$ cat config.mk
export PLATFORM = sky130hd
export DESIGN_NAME = button_debounce
export DESIGN_NICKNAME = d
export VERILOG_FILES = /design/src/rtl/button_debounce.sv
export SDC_FILE = /design/constraint.sdc
export NUM_CORES = 1
export LEC_CHECK = 0
export CAP_MARGIN = 20
export CORE_ASPECT_RATIO = 0.8
export CORE_MARGIN = 2
export CORE_UTILIZATION = 25
export DETAILED_ROUTE_END_ITERATION = 6
export GPL_TIMING_DRIVEN = 0
export RECOVER_POWER = 100
export SYNTH_ARGS = -nofsm -noshare
export SYNTH_HDL_FRONTEND = slang
export SYNTH_SLANG_ARGS = --single-unit
$ cat constraint.sdc
create_clock -name clk -period 2.9 [get_ports clk]
set_input_delay 0.58 -clock clk [delete_from_list [all_inputs] [get_ports clk]]
set_output_delay 0.58 -clock clk [all_outputs]
set_load 0.03 [all_outputs]
$ cat src/rtl/button_debounce.sv
// Two-flop synchroniser plus per-channel debounce FSM for raw board buttons.
// Emits a clean level and one-cycle press, release and long-press strobes.
module button_debounce #(
    parameter int N_BTN           = 2,
    parameter int DEBOUNCE_CYCLES = 1000000,
    parameter int LONG_CYCLES     = 100000000,
    parameter bit ACTIVE_LOW      = 1'b1
) (
    input  logic             clk,
    input  logic             rst,
    input  logic [N_BTN-1:0] btn_raw,
    output logic [N_BTN-1:0] btn_level,
    output logic [N_BTN-1:0] btn_press,
    output logic [N_BTN-1:0] btn_release,
    output logic [N_BTN-1:0] btn_long
);

    localparam int DW = $clog2(DEBOUNCE_CYCLES);
    localparam int LW = $clog2(LONG_CYCLES);
    localparam logic [DW-1:0] DMAX = DW'(DEBOUNCE_CYCLES - 1);
    localparam logic [LW-1:0] LMAX = LW'(LONG_CYCLES - 1);

    localparam logic [1:0] ST_UP      = 2'd0;
    localparam logic [1:0] ST_WAIT_DN = 2'd1;
    localparam logic [1:0] ST_DOWN    = 2'd2;
    localparam logic [1:0] ST_WAIT_UP = 2'd3;

    localparam logic [N_BTN-1:0] IDLE_PIN = {N_BTN{ACTIVE_LOW}};

    logic [N_BTN-1:0] sync1_q;
    logic [N_BTN-1:0] sync2_q;
    logic [N_BTN-1:0] p;

    // Flops idle at the released pin level so reset never looks like a press
    always_ff @(posedge clk or negedge rst) begin
        if (!rst) begin
            sync1_q <= IDLE_PIN;
            sync2_q <= IDLE_PIN;
        end else begin
            sync1_q <= btn_raw;
            sync2_q <= sync1_q;
        end
    end

    assign p = sync2_q ^ IDLE_PIN;

    for (genvar g = 0; g < N_BTN; g++) begin : g_ch
        logic [1:0]    state_q, state_d;
        logic [DW-1:0] dcnt_q, dcnt_d;
        logic [LW-1:0] lcnt_q, lcnt_d;
        logic          done_q, done_d;
        logic          level_q, level_d;
        logic          press_q, press_d;
        logic          rel_q, rel_d;
        logic          long_q, long_d;

        always_comb begin
            state_d = state_q;
            dcnt_d  = dcnt_q;
            lcnt_d  = lcnt_q;
            done_d  = done_q;
            level_d = level_q;
            press_d = 1'b0;
            rel_d   = 1'b0;
            long_d  = 1'b0;

            // Long-press timer runs through release bounce; fires once per press
            if (state_q == ST_DOWN || state_q == ST_WAIT_UP) begin
                if (lcnt_q != LMAX) begin
                    lcnt_d = lcnt_q + LW'(1);
                end else if (!done_q) begin
                    long_d = 1'b1;
                    done_d = 1'b1;
                end
            end

            case (state_q)
                ST_UP: begin
                    if (p[g]) begin
                        state_d = ST_WAIT_DN;
                        dcnt_d  = '0;
                    end
                end
                ST_WAIT_DN: begin
                    if (!p[g]) begin
                        state_d = ST_UP;
                    end else if (dcnt_q == DMAX) begin
                        state_d = ST_DOWN;
                        level_d = 1'b1;
                        press_d = 1'b1;
                        lcnt_d  = '0;
                        done_d  = 1'b0;
                    end else begin
                        dcnt_d = dcnt_q + DW'(1);
                    end
                end
                ST_DOWN: begin
                    if (!p[g]) begin
                        state_d = ST_WAIT_UP;
                        dcnt_d  = '0;
                    end
                end
                ST_WAIT_UP: begin
                    if (p[g]) begin
                        state_d = ST_DOWN;
                    end else if (dcnt_q == DMAX) begin
                        state_d = ST_UP;
                        level_d = 1'b0;
                        rel_d   = 1'b1;
                    end else begin
                        dcnt_d = dcnt_q + DW'(1);
                    end
                end
                default: state_d = ST_UP;
            endcase
        end

        always_ff @(posedge clk or negedge rst) begin
            if (!rst) begin
                state_q <= ST_UP;
                dcnt_q  <= '0;
                lcnt_q  <= '0;
                done_q  <= 1'b0;
                level_q <= 1'b0;
                press_q <= 1'b0;
                rel_q   <= 1'b0;
                long_q  <= 1'b0;
            end else begin
                state_q <= state_d;
                dcnt_q  <= dcnt_d;
                lcnt_q  <= lcnt_d;
                done_q  <= done_d;
                level_q <= level_d;
                press_q <= press_d;
                rel_q   <= rel_d;
                long_q  <= long_d;
            end
        end

        assign btn_level[g]   = level_q;
        assign btn_press[g]   = press_q;
        assign btn_release[g] = rel_q;
        assign btn_long[g]    = long_q;
    end

endmodule

==> results.tsv <==
metric	value	unit
Area Growth Syn to Fin	14.0	%
total vias in the final route	4458	
fmax	0.365	GHz
Vias/cell	4.74	
final-report setup violation count	0	
DIE HEIGHT	139	µm
Final Max Slew Viols	0	
area leader, netlist	dfrtp_1	
number of fill cells in the layout	2361	
Unique masters post-synth	54	
Leak	0.00276	µW
Seq/Total Area, Yosys	49.0	%
Max IR drop VDD	0.253	mV
n_diodes	0	
Worst setup SP type	flop	
Fin. Hold Viols	0	
Row Count	49	
clock transition at the registers of the reported paths	0.08	ns
GRT Total Usage	10.3	%
Ports	12	
top post-synthesis cells by area	dfrtp_1, xor2_1, nor2_1	
largest net degree at the start of global routing	90	
most frequent cells after synthesis	dfrtp_1, nor2_1, nand3_1	
WL final	11.7	mm
CTS tree	yes	
Arr. time, crit path	2.98	ns
Routability Congestion	0.767	
multi-input logic area	2730	µm²
Die Area	24100	µm²
root buffer cell	clkbuf_16	
Slowest cell on crit path	or4_1	
Power Density	442	nW/µm²
final setup margin	0.158	ns
fin cells	941	
Rel. slew slack	8.22	%
# resized after CTS	0	
register area	2810	µm²
Initial Util	25.5	%
Cell Area, Synth	5730	µm²
Syn Inst Count	604	
WP data required	3.14	ns
fin crit share	94.5	%
CP Class	flop to flop	
total CTS buffers	9	
Sum Neg Setup Slack	0	ns
CP Capture Type	flop	
die width	173	µm
syn nets	612	
core area	22500	µm²
ANT nets after route	0	
H-tree depth	3	
DR WL/cell	12.4	µm
first-pass GRT wire length	20.9	mm
Mapped Avg Cell Area	9.48	µm²
clock latency on the worst-skew pair	0.36	ns
clock tree buffer depth	2	
crit-path max FO	8	
antenna violations before repair	0	
Detailed Route Iter0 Violations	306	
Max stage delay on crit path	0.60	ns
Placed Cells	923	
layout cell share with drive strength beyond 1	6.77	%
CTS sink count	112	
Ys Warns	0	
maxcap violations	0	
RSZ-0062 raised after global routing	no	
residual DRC count	0	
number of synthesized register bits	112	
DP HPWL	8.04	mm
Pre-antenna DRT Iters	4	
ys async rst share	100	%
total grt overflow	0	
Most used DFF post-synth	dfrtp_1	
nets	638	
top-count cell post-synth	dfrtp_1	
Synth top area share	47.2	%
hold_buf cts	0	
vias in the first global route	4244	
Port Buffers	11	
Clock Skew	0.0144	ns
Final Power	2890	µW
Worst Max-Slew Pin Slew	1.38	ns
worst-path cell chain	or4b_1 > or4_1 > o41a_1 > a21o_1 > mux2_4	
final worst path period need	2.74	ns
EDFF count, synth	0	
DP Worst Slack	0.0177	ns
hold crit path type	flop to flop	
status	completed	
repair_timing:
action,CTS,global route
buffers inserted,0,2
setup endpoints to repair,0,29
endpoints found under the hold margin,0,0
placed cells by master (no fill, tap or decap), drive strengths merged, types with 4 or more instances in the layout:
master / count
a21oi: 17
and3: 17
and4: 7
buf: 11
clkbuf: 33
dfrtp: 108
dfstp: 4
dlygate4sd3: 10
ha: 4
inv: 12
nand2: 46
nand2b: 5
nand3: 47
nand4: 32
nor2: 83
nor3: 15
nor4: 14
nor4b: 4
o211ai: 12
o21ai: 23
o31ai: 8
or3: 8
or4: 10
or4b: 5
xnor2: 17
xor2: 41
critical path: cells and delay by family (launching register included):
family | cells | cell delay [ns]
AO/OA/AOI/OAI | 2 | 0.76
flip-flops | 1 | 0.45
multiplexers | 1 | 0.25
AND/OR/NAND/NOR | 2 | 1.16
where the power goes:
group	switching, µW	total [µW]	internal (µW)
clock	606	1200	598
sequential	16.9	1590	1580
combinational	61.8	85.9	24.1
metal layers:
metal | up-vias | GRT usage [%] | share of wire (%) | wire length, µm
met4 | 0 | 2.72 | 1.0 | 119
met5 | - | 0 | 0 | 0
met2 | 54 | 15.5 | 43 | 5000
met3 | 10 | 2.38 | 3.1 | 358
li1 | 2233 | - | - | -
met1 | 2161 | 14.9 | 53 | 6230
flip-flops by register name (all words and copies together), names as in the netlist, named ones only:
register      flops
g_ch.level_q      2
sync1_q           2
g_ch.rel_q        2
g_ch.lcnt_q      54
g_ch.dcnt_q      40
g_ch.long_q       2
sync2_q           2
g_ch.state_q      2
g_ch.press_q      2
g_ch.done_q       2
final cells by class:
cell class,count,area share (%)
Multi-Input combinational cell,453,41.8
Buffer,29,2.15
Clock buffer,10,3.51
Clock inverter,6,0.805
Tap cell,306,5.86
Sequential cell,112,43.0
Inverter,10,0.575
Timing Repair Buffer,15,2.32
through the flow:
stage	util (%)	hold slack (ns)	cell area (µm²)
3_3_place_gp	27.6	0.348	6220
2_1_floorplan	-	0.284	5730
6_report	29.0	0.355	6530
3_5_place_dp	27.8	0.348	6250
5_1_grt	29.0	0.362	6530
4_1_cts	29.0	0.0701	6540
kinds of logic after synthesis:
| logic type | after synthesis | share of synthesized area (%) |
|---|---|---|
| AOI/OAI and AO/OA | 81 | 9.33 |
| xor gates and xnor gates | 58 | 8.87 |
| adders and majority gates | 4 | 0.874 |
| buffers and inverters | 39 | 3.12 |
| DFF | 112 | 49.0 |
| muxes | 2 | 0.437 |
| and+or+nand+nor | 308 | 28.4 |
worst paths after layout:
kind | startpoint | end | slack, ns | cells past startpoint
max | g_ch[1].dcnt_q[8] | g_ch[1].lcnt_q[0] | 0.16 | 5
min | sync1_q[0] | sync2_q[0] | 0.36 | 0
max reg2reg | g_ch[1].dcnt_q[8] | g_ch[1].lcnt_q[0] | 0.16 | 5
min reg2reg | sync1_q[0] | sync2_q[0] | 0.36 | 0
max in group asynchronous | rst | g_ch[1].lcnt_q[3] | 1.29 | 2
min in group asynchronous | rst | g_ch[0].lcnt_q[8] | 0.53 | 1
Power figures use the tool's default switching activity.
